$ cat config.mk
export PLATFORM = sky130hd
export DESIGN_NAME = mdu_iter_flat
export DESIGN_NICKNAME = d
export VERILOG_FILES = /design/src/rtl/mdu_iter_if.sv /design/src/rtl/mdu_iter.sv /design/src/flat_wrapper.sv
export SDC_FILE = /design/constraint.sdc
export NUM_CORES = 1
export LEC_CHECK = 0
export BUFFER_PORTS_ARGS = -buffer_cell sky130_fd_sc_hd__buf_4
export CAP_MARGIN = 25
export CORE_MARGIN = 2
export CORE_UTILIZATION = 35
export CTS_CLUSTER_DIAMETER = 50
export CTS_CLUSTER_SIZE = 10
export DETAILED_ROUTE_END_ITERATION = 8
export HOLD_SLACK_MARGIN = 0.02
export PLACE_DENSITY = 0.58
export SLEW_MARGIN = 10
export SYNTH_ARGS = -nofsm -noshare
export SYNTH_HDL_FRONTEND = slang
export SYNTH_SLANG_ARGS = --single-unit
$ cat constraint.sdc
create_clock -name clk -period 13.1 [get_ports clk]
set_input_delay 2.62 -clock clk [delete_from_list [all_inputs] [get_ports clk]]
set_output_delay 2.62 -clock clk [all_outputs]
set_load 0.005 [all_outputs]
$ cat src/rtl/mdu_iter_if.sv
// Request/response bundle between the core pipeline and the iterative MUL/DIV unit.
// The master side issues operands; the slave side returns the write-back result.
interface mdu_iter_if #(
    parameter int XLEN = 32
);
    logic            start;
    logic [2:0]      funct3;
    logic [XLEN-1:0] a;
    logic [XLEN-1:0] b;
    logic [4:0]      rd_in;
    logic            busy;
    logic            done;
    logic [XLEN-1:0] result;
    logic [4:0]      rd_out;
    logic            we;

    modport master (
        output start, funct3, a, b, rd_in,
        input  busy, done, result, rd_out, we
    );

    modport slave (
        input  start, funct3, a, b, rd_in,
        output busy, done, result, rd_out, we
    );
endinterface

$ cat src/rtl/mdu_iter.sv
// Iterative RV32M multiply/divide: radix-2 shift-add multiply and restoring divide,
// one bit per cycle, with the divide-by-zero and signed-overflow cases resolved at issue.
module mdu_iter #(
    parameter int XLEN  = 32,
    parameter int CNT_W = 6
) (
    input logic         clk,
    input logic         rst,
    mdu_iter_if.slave   bus
);
    typedef enum logic [1:0] {S_IDLE, S_CALC, S_DONE} state_t;

    localparam logic [XLEN-1:0] MIN_NEG = {1'b1, {(XLEN-1){1'b0}}};

    state_t            state, state_n;
    logic [2:0]        op_q;
    logic [4:0]        rd_q;
    logic              sa_q, sb_q;
    logic [CNT_W-1:0]  cnt;
    logic [XLEN-1:0]   hi, lo, mag_b, result_q;

    // Issue-time decode
    logic              a_signed, b_signed, sa, sb, div0, ovf, special, accept, last;
    logic [XLEN-1:0]   mag_a_in, mag_b_in, spec_res;

    assign a_signed = (bus.funct3 == 3'b001) || (bus.funct3 == 3'b010) ||
                      (bus.funct3 == 3'b100) || (bus.funct3 == 3'b110);
    assign b_signed = (bus.funct3 == 3'b001) || (bus.funct3 == 3'b100) ||
                      (bus.funct3 == 3'b110);
    assign sa       = a_signed & bus.a[XLEN-1];
    assign sb       = b_signed & bus.b[XLEN-1];
    assign mag_a_in = sa ? -bus.a : bus.a;
    assign mag_b_in = sb ? -bus.b : bus.b;
    assign div0     = bus.funct3[2] && (bus.b == '0);
    assign ovf      = bus.funct3[2] && !bus.funct3[0] && (bus.a == MIN_NEG) && (bus.b == '1);
    assign special  = div0 || ovf;
    assign spec_res = div0 ? (bus.funct3[1] ? bus.a : '1)
                           : (bus.funct3[1] ? '0 : MIN_NEG);
    assign accept   = (state == S_IDLE) && bus.start;
    assign last     = (cnt == CNT_W'(XLEN - 1));

    // Multiply step: conditionally add multiplicand into the high half, then shift right.
    logic [XLEN:0]     msum;
    logic [XLEN-1:0]   mul_hi_n, mul_lo_n;
    assign msum     = {1'b0, hi} + (lo[0] ? {1'b0, mag_b} : {(XLEN+1){1'b0}});
    assign mul_hi_n = msum[XLEN:1];
    assign mul_lo_n = {msum[0], lo[XLEN-1:1]};

    // Divide step: hi is the partial remainder, lo shifts dividend out and quotient in.
    logic [XLEN:0]     dshift, dtrial;
    logic              dge;
    logic [XLEN-1:0]   div_hi_n, div_lo_n;
    assign dshift   = {hi, lo[XLEN-1]};
    assign dtrial   = dshift - {1'b0, mag_b};
    assign dge      = !dtrial[XLEN];
    assign div_hi_n = dge ? dtrial[XLEN-1:0] : dshift[XLEN-1:0];
    assign div_lo_n = {lo[XLEN-2:0], dge};

    // Sign fix-up applied to the values produced by the final iteration.
    logic [2*XLEN-1:0] prod, prod_f;
    logic [XLEN-1:0]   quo_f, rem_f, final_res;
    assign prod     = {mul_hi_n, mul_lo_n};
    assign prod_f   = (sa_q ^ sb_q) ? -prod : prod;
    assign quo_f    = (sa_q ^ sb_q) ? -div_lo_n : div_lo_n;
    assign rem_f    = sa_q ? -div_hi_n : div_hi_n;
    assign final_res = op_q[2] ? (op_q[1] ? rem_f : quo_f)
                               : ((op_q[1:0] == 2'b00) ? prod_f[XLEN-1:0] : prod_f[2*XLEN-1:XLEN]);

    always_ff @(posedge clk) begin
        if (rst) state <= S_IDLE;
        else     state <= state_n;
    end

    always_comb begin
        state_n    = state;
        bus.busy   = 1'b0;
        bus.done   = 1'b0;
        bus.we     = 1'b0;
        bus.result = result_q;
        bus.rd_out = rd_q;
        unique case (state)
            S_IDLE: if (bus.start) state_n = special ? S_DONE : S_CALC;
            S_CALC: begin
                bus.busy = 1'b1;
                if (last) state_n = S_DONE;
            end
            S_DONE: begin
                bus.busy = 1'b1;
                bus.done = 1'b1;
                bus.we   = (rd_q != 5'd0);
                state_n  = S_IDLE;
            end
            default: state_n = S_IDLE;
        endcase
    end

    always_ff @(posedge clk) begin
        if (rst) begin
            op_q     <= '0;
            rd_q     <= '0;
            sa_q     <= 1'b0;
            sb_q     <= 1'b0;
            cnt      <= '0;
            hi       <= '0;
            lo       <= '0;
            mag_b    <= '0;
            result_q <= '0;
        end else if (accept) begin
            op_q  <= bus.funct3;
            rd_q  <= bus.rd_in;
            sa_q  <= sa;
            sb_q  <= sb;
            cnt   <= '0;
            hi    <= '0;
            lo    <= mag_a_in;
            mag_b <= mag_b_in;
            if (special) result_q <= spec_res;
        end else if (state == S_CALC) begin
            cnt <= cnt + 1'b1;
            hi  <= op_q[2] ? div_hi_n : mul_hi_n;
            lo  <= op_q[2] ? div_lo_n : mul_lo_n;
            if (last) result_q <= final_res;
        end
    end
endmodule

$ cat src/flat_wrapper.sv
// flat-port wrapper written by rule: the top's interface ports become plain ports
module mdu_iter_flat 
#(
    parameter int XLEN  = 32,
    parameter int CNT_W = 6
)
  (clk, rst, bus_start, bus_funct3, bus_a, bus_b, bus_rd_in, bus_busy, bus_done, bus_result, bus_rd_out, bus_we);
  mdu_iter_if #(.XLEN(XLEN)) bus_i ();
  input logic clk;
  input logic rst;
  input wire logic [$bits(bus_i.start)-1:0] bus_start;
  input wire logic [$bits(bus_i.funct3)-1:0] bus_funct3;
  input wire logic [$bits(bus_i.a)-1:0] bus_a;
  input wire logic [$bits(bus_i.b)-1:0] bus_b;
  input wire logic [$bits(bus_i.rd_in)-1:0] bus_rd_in;
  output wire logic [$bits(bus_i.busy)-1:0] bus_busy;
  output wire logic [$bits(bus_i.done)-1:0] bus_done;
  output wire logic [$bits(bus_i.result)-1:0] bus_result;
  output wire logic [$bits(bus_i.rd_out)-1:0] bus_rd_out;
  output wire logic [$bits(bus_i.we)-1:0] bus_we;
  assign bus_i.start = bus_start;
  assign bus_i.funct3 = bus_funct3;
  assign bus_i.a = bus_a;
  assign bus_i.b = bus_b;
  assign bus_i.rd_in = bus_rd_in;
  assign bus_busy = bus_i.busy;
  assign bus_done = bus_i.done;
  assign bus_result = bus_i.result;
  assign bus_rd_out = bus_i.rd_out;
  assign bus_we = bus_i.we;
  mdu_iter #(.XLEN(XLEN), .CNT_W(CNT_W)) u_core (.clk(clk), .rst(rst), .bus(bus_i));
endmodule
After elaboration in Yosys (flattened, before gate mapping)

Cells that the tools add are included.

$add $sub $neg: 8
Multipliers: 0
Div/mod/pow operators: 0
$lt $le $gt $ge: 0
Equality and inequality tests: 12
Shift operators: 0
Mux-type cells: 28
Bitwise gates (word level): 3
Reductions and logical operators: 23

Operator list:

| cell                   | number |
|---|---|
| $mux W32               | 20 |
| $neg A32 Y32           | 4 |
| $eq A32 B32 Y1 const B | 2 |
| $mux W64               | 1 |
| $neg A64 Y64           | 1 |
| $add A32 B33 Y33       | 1 |
| $sub A33 B32 Y33       | 1 |
| $logic_not A32 Y1      | 1 |
| $add A6 B1 Y6 const B  | 1 |
| $eq A3 B3 Y1 const B   | 2 |
| $eq A6 B5 Y1 const B   | 1 |
| $logic_or A1 B1 Y1     | 6 |
| $mux W2                | 3 |
| $logic_and A1 B1 Y1    | 5 |
| $reduce_bool A5 Y1     | 1 |
| $logic_not A2 Y1       | 2 |
| $ne A2 B1 Y1 const B   | 2 |
| $pmux W2 S2            | 1 |
| $reduce_bool A2 Y1     | 2 |
| $reduce_or A2 Y1       | 2 |
| $eq A3 B1 Y1 const B   | 1 |
| $eq A3 B2 Y1 const B   | 1 |
| $mux W1                | 3 |
| $reduce_and A3 Y1      | 1 |
| other kinds (7)        | 9 |

Bits in registers: 146
Bits in latches: 0
RAM bits: 0
Memory bits (read-only): 0
Input port bits: 75
Output and inout port bits: 40
Word-level logic and storage cells: 84
Memories kept: 0

Logic depth before layout (Yosys ltp)

Gate-level depths: netlist (run 1).

Depth after elaboration: 9
Depth in mapped cells: 25
Gate-level depth less buffers: 21

Worst setup path after synthesis (run 1)

Ideal clock, no wire load.

Path type: input to register
Start point: input port bus_b[0]
End point: register u_core.result_q[14] (netlist: u_core.bus.result[14])
Setup time: 0.115 ns
Arrival time: 5.443 ns
Data required time: 12.985 ns
Slack: 7.543 ns
Cell stages on the path: 13
Path buffers: 2
Cells stage by stage: inv_1 ha_1 or4b_2 nand2b_1 or2_2 nor3_1 nand3_1 o21ai_1 a21o_1 clkbuf_1 clkbuf_1 nand3_1 o21a_1

Cells in the longest elaborated chain, start to end: 5
Elaborated cells on any way between the ends: 10
Those cells by class: 2 x eq/ne; 3 x mux; 5 x reduce/logical

Ends and longest elaborated chain:

| item                                                           | line                           | RTL |
|---|---|---|
| start: declaration                                             | flat_wrapper.sv:14             | `input wire logic [$bits(bus_i.b)-1:0] bus_b;` |
| $eq A32 B32 Y1 or $logic_not A32 Y1 (tied branches)            | mdu_iter.sv:35, mdu_iter.sv:34 |  |
| $logic_and A1 B1 Y1 (on tied branches)                         | mdu_iter.sv:35, mdu_iter.sv:34 |  |
| $logic_or A1 B1 Y1 or $mux W32 (tied branches)                 | mdu_iter.sv:36, mdu_iter.sv:37 |  |
| $ne A2 B1 Y1 (no source line) or $mux W32 (tied branches)      | --                             |  |
| $reduce_and A3 Y1 (no source line) or $mux W32 (tied branches) | --                             |  |
| end signal: assignment                                         | mdu_iter.sv:117                | `if (special) result_q <= spec_res;` |
| end signal: assignment                                         | mdu_iter.sv:122                | `if (last) result_q <= final_res;` |
| end: declaration                                               | mdu_iter.sv:20                 | `logic [XLEN-1:0] hi, lo, mag_b, result_q;` |

Several ways; a longest one is shown, not always the timed one. The select of a mux whose other input is x is not followed.
A chain may end at the register's enable or synchronous reset.

Final worst setup path (run 1)

Start point: input port bus_b[0]
End point: register u_core.result_q[31] (netlist: u_core.bus.result[31])

Same word-level chain as after synthesis.

==> impl_metrics.env, run 1 <==
export IMPL_initial_core_util=0.3536
export IMPL_synth_adder_area_share=0.05880
export IMPL_yosys_top_cells_count="318 x nor2_1, 217 x a21oi_1, 207 x nand2_1, 160 x o21ai_0"
export IMPL_max_vdd_ir_drop_mv=0.1166
export IMPL_min_period_ns=6.253
export IMPL_coreArea_um2=46460
export IMPL_rows=79
export IMPL_final_nets=2504
export IMPL_grt_pass1_vias=16600
export IMPL_rsz0062_at_grt="false"
export IMPL_yosys_area_share_simple=0.2447
export IMPL_numCtsBuffers=17
export IMPL_drive_gt1_frac=0.09721
export IMPL_critPathMaxStageDelay_ns=0.63
export IMPL_ys_ff_latch=146
export IMPL_clockBufferDepth=2
export IMPL_yosysTopAreaCell="dfxtp_1"
export IMPL_gp_congestion=0.9502
export IMPL_netlist_area_um2=16430
export IMPL_drt_iter0_drc=1939
export IMPL_viasPerCell=6.145
export IMPL_setup_viol=0
export IMPL_setup_tns_ns=0
export IMPL_setup_slack_ns=6.847
export IMPL_synthXorXnorAreaFrac=0.1072
export IMPL_synth_enable_flop_cells=0
export IMPL_clock_latency_ns=0.48
export IMPL_r2r_worst_path_cells=16
export IMPL_grt_overflow_total=0
export IMPL_whs_ns=0.4603
export IMPL_die_w_um=220.6
export IMPL_p_seq_frac=0.256
export IMPL_synth_top_family_by_area="compound AO/OA/AOI/OAI gates"
export IMPL_yosysTopAreaCellShare=0.1779
export IMPL_fin_crit_sh=0.4773
export IMPL_grt_max_degree=77
export IMPL_track_usage=0.2753
export IMPL_htree_levels=4
export IMPL_yosys_warnings=0
export IMPL_avgSynthCellArea_um2=6.928
export IMPL_dr_pass1_iters=5
export IMPL_critPathBufInv=3
export IMPL_relSlewSlack=0.2485
export IMPL_dpl_hpwl_um=52650
export IMPL_cp_max_fo=60
export IMPL_clkPwrFrac=0.247
export IMPL_io_pins=115
export IMPL_hold_violations=0
export IMPL_crit_family="simple AND/OR/NAND/NOR gates"
export IMPL_dp_cells=2941
export IMPL_post_cts_buffers=0
export IMPL_worstPathArrival_ns=6.63
export IMPL_synth_sequential_area_ratio=0.1779
export IMPL_r2r_end="u_core.bus.result[27]$_SDFFE_PP0P_"
export IMPL_synth_compound_area_frac=0.2944
export IMPL_path_clk_slew_ns=0.07
export IMPL_place_worst_setup_slack_ns=6.457
export IMPL_fin_skew_ns=0.02161
export IMPL_maxSlewViolCount=0
export IMPL_yosys_cell_types_count=95
export IMPL_ys_flop_type="dfxtp_1"
export IMPL_wl_per_cell_um=22.94
export IMPL_area_delta_synth_final_pct=10.93
export IMPL_synth_cells=2371
export IMPL_slowest_stage="or4b_2"
export IMPL_fmax_ghz=0.1599
export IMPL_die_area_um2=48680
export IMPL_cp_depth=16
export IMPL_endpoint_kind="register"
export IMPL_reg2reg_from="u_core.lo[0]$_SDFFE_PP0P_"
export IMPL_cts_root_buffer_cell="clkbuf_16"
export IMPL_cp_cell_sequence="buf_4 -> inv_1 -> ha_1 -> or4b_2 -> nand2b_1 -> or2_2 -> nor3_1 -> nand3_1 -> o21ai_1 -> a21o_2 -> buf_4 -> nor2_1 -> a211o_1 -> a2111oi_0 -> o21ai_1 -> o311ai_1"
export IMPL_fin_area_um2=18220
export IMPL_internal_power_w=0.001164
export IMPL_synth_nets=2522
export IMPL_max_cap_violations=0
export IMPL_startpoint_type="input port"
export IMPL_via_count=18270
export IMPL_cts_sinks=146
export IMPL_ys_top_cells_by_area="dfxtp_1 18%, nor2_1 7.3%, a21oi_1 6.6%, xnor2_1 5.7%, ha_1 5.6%"
export IMPL_switching_power_w=0.001011
export IMPL_n_antenna_cell=0
export IMPL_dpl_cell_area_um2=17610
export IMPL_required_ns=13.48
export IMPL_postCtsHoldBufs=0
export IMPL_p_sw_frac=0.4649
export IMPL_routed_wl_um=68190
export IMPL_cts_tree="yes"
export IMPL_fin_cells=2973
export IMPL_reg2reg_slack_ns=7.03
export IMPL_yosysMostFrequentCell="nor2_1"
export IMPL_die_y_um=220.6
export IMPL_io_buffers=114
export IMPL_critPathKind="in -> reg"
export IMPL_cts_resized=0
export IMPL_startpoint="bus_b[0]"
export IMPL_status="finished clean"
export IMPL_antenna_found_initial=0
export IMPL_combPwrFrac=0.497
export IMPL_hold_path_class="reg -> reg"
export IMPL_async_flop_share=0
export IMPL_tightestPinTransition_ns=1.115
export IMPL_grt_pass1_wl_um=102000
export IMPL_leakagePower_nw=6.874
export IMPL_drc=0
export IMPL_setup_worst_path_end="u_core.bus.result[31]$_SDFFE_PP0P_"
export IMPL_powerDensity_nw_per_um2=119.3
export IMPL_drtAntennaViolNets=0
export IMPL_synthMuxAreaShare=0.05431
power groups by stage:
stage / registers (W) / clock network (W) / logic [W]
finish: 0.000557 / 0.000538 / 0.00108
global route: 0.000562 / 0.000561 / 0.00116
CTS: 0.000554 / 0.000542 / 0.00105
detailed placement: 0.000564 / 0 / 0.00105
global placement: 0.000561 / 0 / 0.00104
floorplan: 0.000507 / 0 / 0.000779
layout by cell type (no fill, tap or decap), types with 40 or more instances in the layout:
cell	n
nor2_1	317
a21oi_1	217
nand2_1	207
o21ai_0	160
dfxtp_1	145
buf_4	142
xnor2_1	105
xor2_1	93
inv_1	83
a211oi_1	80
mux2i_1	79
ha_1	73
nor3_1	60
o211ai_1	40
stage by stage:
stage	util	total power, W
after floorplan	-	0.001287
after global placement	0.3790	0.001606
after detailed placement	0.3790	0.001612
after CTS	0.3922	0.002150
after global routing	0.3922	0.002284
final	0.3922	0.002175
worst reg2reg max path: stages, from the launching register on:
cell and delay (ns):
dfxtp_1 0.67, clkinv_1 0.27, buf_4 0.32, nor2_1 0.30, ha_1 0.31, a211oi_2 0.43, o211ai_1 0.23, a31oi_1 0.46
nand3_1 0.21, and2_1 0.23, xnor2_1 0.54, nand4_2 0.26, nor4_1 0.96, a21oi_1 0.18, xnor2_1 0.32, a21o_1 0.18
a31oi_1 0.08
cell type report:
cell class | count | area (um2)
sequential | 146 | 2927
timing repair buffer | 142 | 1066
inverter | 88 | 330.3
fill | 5019 | 28230
tap | 607 | 759.5
clock inverter | 10 | 148.9
multi-input combinational | 1958 | 12530
clock buffer | 22 | 464.2
flip-flops by register name, indices dropped and copies added (netlist names):
register and count:
u_core.cnt 6, u_core.sa_q 1, u_core.op_q 3, u_core.bus.rd_out 5, u_core.state 2, u_core.hi 32
u_core.sb_q 1, u_core.lo 32, u_core.mag_b 32, u_core.bus.result 32
metal layers:
layer  part of all wire  vias up  global-route usage
met2               0.44      736              0.4271
li1                   -     8588                   -
met3              0.066      117             0.03230
met5                  0        -                   0
met1               0.46     8828              0.3834
met4              0.040        0              0.1187
worst min-delay path by stage:
stage,start,endpoint,slack [ns],cells past startpoint
global route,u_core.mag_b[31]$_SDFFE_PP0P_,u_core.mag_b[31]$_SDFFE_PP0P_,0.49,2
finish,u_core.mag_b[31]$_SDFFE_PP0P_,u_core.mag_b[31]$_SDFFE_PP0P_,0.46,2
detailed placement,u_core.mag_b[31]$_SDFFE_PP0P_,u_core.mag_b[31]$_SDFFE_PP0P_,0.45,2
CTS,u_core.mag_b[31]$_SDFFE_PP0P_,u_core.mag_b[31]$_SDFFE_PP0P_,0.46,2
floorplan,u_core.mag_b[31]$_SDFFE_PP0P_,u_core.mag_b[31]$_SDFFE_PP0P_,0.43,2
global placement,u_core.mag_b[31]$_SDFFE_PP0P_,u_core.mag_b[31]$_SDFFE_PP0P_,0.44,2
logic make-up (layout without fill, tap and decap cells):
family / count (synthesis) / count (layout)
AO/OA/AOI/OAI: 747 / 747
XOR/XNOR: 201 / 201
adder cells (fa/ha/maj): 76 / 76
buffers and inverters: 267 / 262
flip-flops: 146 / 146
multiplexers: 88 / 88
AND/OR/NAND/NOR: 846 / 846
(Power assumes the default switching activity.)
==> run 2, diff against run 1 <==
Settings changed: PLACE_DENSITY 0.58 to 0.6.
Clock period 13.1 ns to 5 ns, I/O delays scaled along.
==> run 2 against run 1 <==
Against the previous run:
- setup slack got worse by 6.7 ns
- power rose to 2.7 times the previous value
- clock power rose to 2.5 times the previous value
- combinational power rose to 2.9 times the previous value
- final cell count rose by 3.3%
- sequential share of layout area fell by 0.70 points
- utilization rose by 1.8 points
- count of clock-buffer cells in the layout fell by 1
- hold slack got worse by 0.0042 ns
- critical path type is now reg -> reg
- largest cell class unchanged
==> impl_metrics.env, run 2 (same netlist as run 1, synthesis figures left out) <==
export IMPL_p_seq_frac=0.239
export IMPL_required_ns=5.34
export IMPL_cp_cell_sequence="buf_4 -> and2_1 -> ha_1 -> fa_1 -> a21o_1 -> a221oi_2 -> buf_4 -> or3_4 -> o2111ai_4 -> a2111oi_4 -> and4_4 -> nand4_2 -> or4_4 -> nor4_2 -> mux2_2 -> o21ai_1 -> o311ai_1"
export IMPL_p_sw_frac=0.4669
export IMPL_slowest_stage="or4_4"
export IMPL_met2_usage=0.4457
export IMPL_grt_pass1_vias=17320
export IMPL_internal_power_w=0.003149
export IMPL_dr_pass1_iters=6
export IMPL_clockBufferDepth=2
export IMPL_antenna_found_initial=1
export IMPL_startpoint_type="register"
export IMPL_status="finished clean"
export IMPL_hold_violations=0
export IMPL_postCtsHoldBufs=0
export IMPL_cts_root_buffer_cell="clkbuf_16"
export IMPL_rows=79
export IMPL_relSlewSlack=0.3149
export IMPL_die_y_um=220.6
export IMPL_leakagePower_nw=7.385
export IMPL_die_w_um=220.6
export IMPL_grt_overflow_total=0
export IMPL_reg2reg_slack_ns=0.15
export IMPL_io_buffers=114
export IMPL_final_nets=2604
export IMPL_routed_wl_um=71110
export IMPL_die_area_um2=48680
export IMPL_initial_core_util=0.3536
export IMPL_wl_per_cell_um=23.15
export IMPL_mostFrequentLayoutCells="317 x nor2_1, 238 x buf_4, 216 x a21oi_1, 207 x nand2_1, 159 x o21ai_0"
export IMPL_setup_viol=0
export IMPL_grt_busiest_layer="met2"
export IMPL_n_antenna_cell=0
export IMPL_area_delta_synth_final_pct=16.02
export IMPL_fmax_ghz=0.2063
export IMPL_max_vdd_ir_drop_mv=0.2581
export IMPL_drc=0
export IMPL_fin_crit_sh=0.9696
export IMPL_cp_max_fo=7
export IMPL_hold_path_class="reg -> reg"
export IMPL_critPathKind="reg -> reg"
export IMPL_dpl_hpwl_um=55730
export IMPL_r2r_worst_path_cells=17
export IMPL_track_usage=0.2874
export IMPL_worstPathArrival_ns=5.19
export IMPL_combPwrFrac=0.531
export IMPL_coreArea_um2=46460
export IMPL_via_count=18790
export IMPL_holdPathStages=2
export IMPL_path_clk_slew_ns=0.07
export IMPL_dpl_cell_area_um2=18380
export IMPL_layout_commonest_cell="nor2_1"
export IMPL_clock_latency_ns=0.47
export IMPL_grt_max_degree=82
export IMPL_drtAntennaViolNets=0
export IMPL_fin_area_um2=19060
export IMPL_grt_pass1_wl_um=106200
export IMPL_endpoint_kind="register"
export IMPL_gp_congestion=1.021
export IMPL_grt_use_met1=0.3949
export IMPL_max_cap_violations=0
export IMPL_powerDensity_nw_per_um2=309.9
export IMPL_clkPwrFrac=0.231
export IMPL_final_util=0.4102
export IMPL_viasPerCell=6.116
export IMPL_critPathMaxStageDelay_ns=0.64
export IMPL_switching_power_w=0.002758
export IMPL_rsz0062_at_grt="true"
export IMPL_min_period_ns=4.848
export IMPL_drive_gt1_frac=0.1371
export IMPL_maxSlewViolCount=0
export IMPL_numCtsBuffers=17
export IMPL_crit_top_cell="buf_4"
export IMPL_grtUsageMet3=0.03945
export IMPL_cts_sinks=146
export IMPL_fin_skew_ns=0.01909
export IMPL_io_pins=115
export IMPL_cts_tree="yes"
export IMPL_drt_iter0_drc=2026
export IMPL_htree_levels=4
export IMPL_tightestPinTransition_ns=1.018
## run 2: critical path, delay by kind of cell (launching register included)
family | cells | cell delay (ns)
AND/OR/NAND/NOR | 6 | 1.82
adder cells (fa/ha/maj) | 2 | 0.68
AO/OA/AOI/OAI | 6 | 1.14
buffers and inverters | 2 | 0.36
multiplexers | 1 | 0.37
flip-flops | 1 | 0.34
## run 2: repair_timing
item | 4_1_cts | 5_1_grt
resized for setup | 0 | 11
buffers inserted | 0 | 1
setup endpoints to repair | 0 | 21
## run 2: worst paths after layout
check | end | from
worst max-delay path | u_core.bus.result[31]$_SDFFE_PP0P_ | u_core.lo[0]$_SDFFE_PP0P_
worst min-delay path | u_core.op_q[1]$_SDFFE_PP0P_ | u_core.op_q[1]$_SDFFE_PP0P_
worst min register to register | u_core.op_q[1]$_SDFFE_PP0P_ | u_core.op_q[1]$_SDFFE_PP0P_
worst max register to register | u_core.bus.result[31]$_SDFFE_PP0P_ | u_core.lo[0]$_SDFFE_PP0P_
## run 2: power groups by stage
stage / clock network [W] / logic (W) / registers [W]
finish: 0.00136 / 0.00313 / 0.00141
global route: 0.00141 / 0.00336 / 0.00142
CTS: 0.00138 / 0.00303 / 0.00140
detailed placement: 0 / 0.00302 / 0.00143
global placement: 0 / 0.00300 / 0.00143
floorplan: 0 / 0.00204 / 0.00133
## run 2: per-layer routing
metal,up-vias,share of wire
met2,901,0.44
met3,159,0.084
met1,8931,0.43
li1,8796,-
met5,-,0.00015
met4,2,0.044
## run 2: final cells by class
class	instances	area, um2
timing repair buffer	242	1874
sequential	146	2927
multi-input combinational	1958	12580
clock buffer	21	460.4
fill	4930	27400
clock inverter	10	126.4
tap	607	759.5
inverter	88	334.1
## run 2: through the flow
| stage | setup TNS, ns | total power (W) | hold WS [ns] | setup slack, ns | cells |
|---|---|---|---|---|---|
| 6_report | 0 | 0.005907 | 0.4561 | 0.1520 | 3072 |
| 5_1_grt | -0.005194 | 0.006194 | 0.4740 | -0.005194 | 3072 |
| 4_1_cts | 0 | 0.005821 | 0.4575 | 0.008362 | 3070 |
| 3_5_place_dp | 0 | 0.004451 | 0.4479 | 0.03829 | 3039 |
| 3_3_place_gp | 0 | 0.004428 | 0.4443 | 0.02632 | 3039 |
| 2_1_floorplan | 0 | 0.003371 | 0.4319 | 0.4654 | 2371 |
==> run 3, diff against run 2 <==
Settings changed: GPL_TIMING_DRIVEN set to 0.
==> run 3 against run 2 <==
Against the previous run:
- the run now ends with negative setup slack left
- fmax decreased by 4.3%
- clock skew decreased by 0.0052 ns
- routed wire length increased by 21%
- power increased by 4.5%
- first-iteration DRC count increased by 15%
- setup slack got worse by 0.22 ns
==> impl_metrics.env, run 3 (same netlist as run 1, synthesis figures left out) <==
export IMPL_met2_usage=0.5076
export IMPL_startpoint_type="register"
export IMPL_hp_start="u_core.bus.result[1]$_SDFFE_PP0P_"
export IMPL_slowest_stage="or4_4"
export IMPL_hold_violations=0
export IMPL_rows=79
export IMPL_crit_family="simple AND/OR/NAND/NOR gates"
export IMPL_r2r_end="u_core.bus.result[31]$_SDFFE_PP0P_"
export IMPL_clock_latency_ns=0.50
export IMPL_status="complete, but fails checks"
export IMPL_fin_skew_ns=0.01394
export IMPL_gp_congestion=1.030
export IMPL_critPathKind="reg -> reg"
export IMPL_tightestPinTransition_ns=1.135
export IMPL_r2r_worst_path_cells=16
export IMPL_violations="negative setup slack"
export IMPL_fin_crit_sh=1.013
export IMPL_dpl_cell_area_um2=18090
export IMPL_antenna_found_initial=0
export IMPL_relSlewSlack=0.2433
export IMPL_layout_commonest_cell="nor2_1"
export IMPL_track_usage=0.3474
export IMPL_grt_use_met1=0.4851
export IMPL_postCtsHoldBufs=0
export IMPL_initial_core_util=0.3536
export IMPL_leakagePower_nw=7.229
export IMPL_rsz0062_at_grt="true"
export IMPL_critPathBufInv=2
export IMPL_worstPathArrival_ns=5.43
export IMPL_grt_pass1_vias=18010
export IMPL_path_clk_slew_ns=0.07
export IMPL_routed_wl_um=85860
export IMPL_io_buffers=114
export IMPL_hold_path_class="reg -> reg"
export IMPL_setup_slack_ns=-0.06742
export IMPL_io_pins=115
export IMPL_mostFrequentLayoutCells="315 x nor2_1, 209 x a21oi_1, 207 x nand2_1, 152 x o21ai_0, 143 x dfxtp_1"
export IMPL_die_y_um=220.6
export IMPL_max_cap_violations=0
export IMPL_cp_max_fo=10
export IMPL_wl_per_cell_um=27.33
export IMPL_grt_busiest_layer="met2"
export IMPL_cp_depth=16
export IMPL_drc=0
export IMPL_drive_gt1_frac=0.1271
export IMPL_fillers=4956
export IMPL_setup_worst_path_end="u_core.bus.result[31]$_SDFFE_PP0P_"
export IMPL_reg2reg_from="u_core.lo[0]$_SDFFE_PP0P_"
export IMPL_fmax_ghz=0.1973
export IMPL_maxSlewViolCount=0
export IMPL_die_area_um2=48680
export IMPL_fin_area_um2=19250
export IMPL_htree_levels=4
export IMPL_final_nets=2672
export IMPL_grt_overflow_total=0
export IMPL_cts_sinks=146
export IMPL_cp_cell_sequence="inv_4 -> clkbuf_4 -> nor2_1 -> ha_2 -> a21oi_1 -> o21ai_0 -> a31oi_2 -> xnor2_1 -> a211o_1 -> nor3b_4 -> nand2_2 -> or4_4 -> nor4_1 -> mux2_2 -> o21ai_1 -> o311ai_1"
export IMPL_viasPerCell=6.298
export IMPL_grt_max_degree=17
export IMPL_drt_iter0_drc=2326
export IMPL_place_worst_setup_slack_ns=-1.766
export IMPL_startpoint="u_core.lo[0]$_SDFFE_PP0P_"
export IMPL_die_w_um=220.6
export IMPL_via_count=19790
export IMPL_numCtsBuffers=17
export IMPL_grtUsageMet3=0.08082
export IMPL_dp_cells=3097
export IMPL_drtAntennaViolNets=0
export IMPL_cts_tree="yes"
export IMPL_powerDensity_nw_per_um2=320.5
export IMPL_clockBufferDepth=2
export IMPL_setup_viol=3
export IMPL_required_ns=5.37
export IMPL_endpoint_kind="register"
export IMPL_dr_pass1_iters=6
export IMPL_cts_root_buffer_cell="clkbuf_16"
export IMPL_min_period_ns=5.067
export IMPL_reg2reg_slack_ns=-0.07
export IMPL_dpl_hpwl_um=68350
export IMPL_fin_cells=3142
export IMPL_coreArea_um2=46460
export IMPL_area_delta_synth_final_pct=17.21
export IMPL_max_vdd_ir_drop_mv=0.2149
export IMPL_grt_pass1_wl_um=122200
export IMPL_critPathMaxStageDelay_ns=0.62
==> run 3: worst min path at each step <==
| stage | endpoint | depth (start not counted) |
|---|---|---|
| 2_1_floorplan | u_core.mag_b[31]$_SDFFE_PP0P_ | 2 |
| 3_3_place_gp | u_core.bus.result[1]$_SDFFE_PP0P_ | 2 |
| 3_5_place_dp | u_core.bus.result[1]$_SDFFE_PP0P_ | 2 |
| 4_1_cts | u_core.bus.result[1]$_SDFFE_PP0P_ | 2 |
| 5_1_grt | u_core.bus.rd_out[2]$_SDFFE_PP0P_ | 2 |
| 6_report | u_core.bus.result[1]$_SDFFE_PP0P_ | 2 |
==> run 3: worst register-to-register path, delay by kind of cell, from the launching register on <==
kind / cells / cell delay [ns]
compound gates: 6 / 1.38
xor+xnor: 1 / 0.26
fa+ha+maj: 1 / 0.40
buf+inv: 2 / 0.33
flops: 1 / 0.47
mux: 1 / 0.39
simple gates: 5 / 1.72
==> run 3: timing repair <==
item	in CTS	in global routing
resized for setup	67	50
pin swaps	7	16
setup buffers	6	13
setup endpoints to repair	38	30
==> run 3: metrics by stage <==
step           total power [W]  hold slack [ns]  setup TNS (ns)    util
2_1_floorplan         0.003371           0.4319               0       -
3_3_place_gp          0.004516           0.4455          -32.60  0.3884
3_5_place_dp          0.004529           0.4508          -30.80  0.3895
4_1_cts               0.005954           0.4610               0  0.4083
5_1_grt               0.006422           0.4933         -0.3702  0.4144
6_report              0.006172           0.4568         -0.1419  0.4145
==> run 3: layout make-up <==
cell class | instances | area [um2] | share of cell area
multi-input cells | 1958 | 12890 | 0.6693
flip-flops and latches | 146 | 2929 | 0.1521
repair buffers | 140 | 1057 | 0.05491
well taps | 607 | 759.5 | 0.03944
plain buffers | 170 | 708.2 | 0.03678
clock buffers | 21 | 480.5 | 0.02495
inverters | 88 | 337.8 | 0.01755
clock inverters | 11 | 92.59 | 0.004809
diodes | 1 | 2.502 | 0.0001300
==> run 3: report_power, final <==
part	switching [W]	internal [W]
sequential	0.0000805	0.00126
clock	0.000611	0.000696
combinational	0.00239	0.00113
total	0.00308	0.00309
==> run 3: per-layer routing <==
| layer | part of all wire | wire length, um | up-vias |
|---|---|---|---|
| li1 | - | - | 8933 |
| met1 | 0.43 | 37350 | 9509 |
| met2 | 0.42 | 35660 | 1159 |
| met3 | 0.11 | 9218 | 187 |
| met4 | 0.042 | 3632 | 0 |
| met5 | 0 | 0 | - |
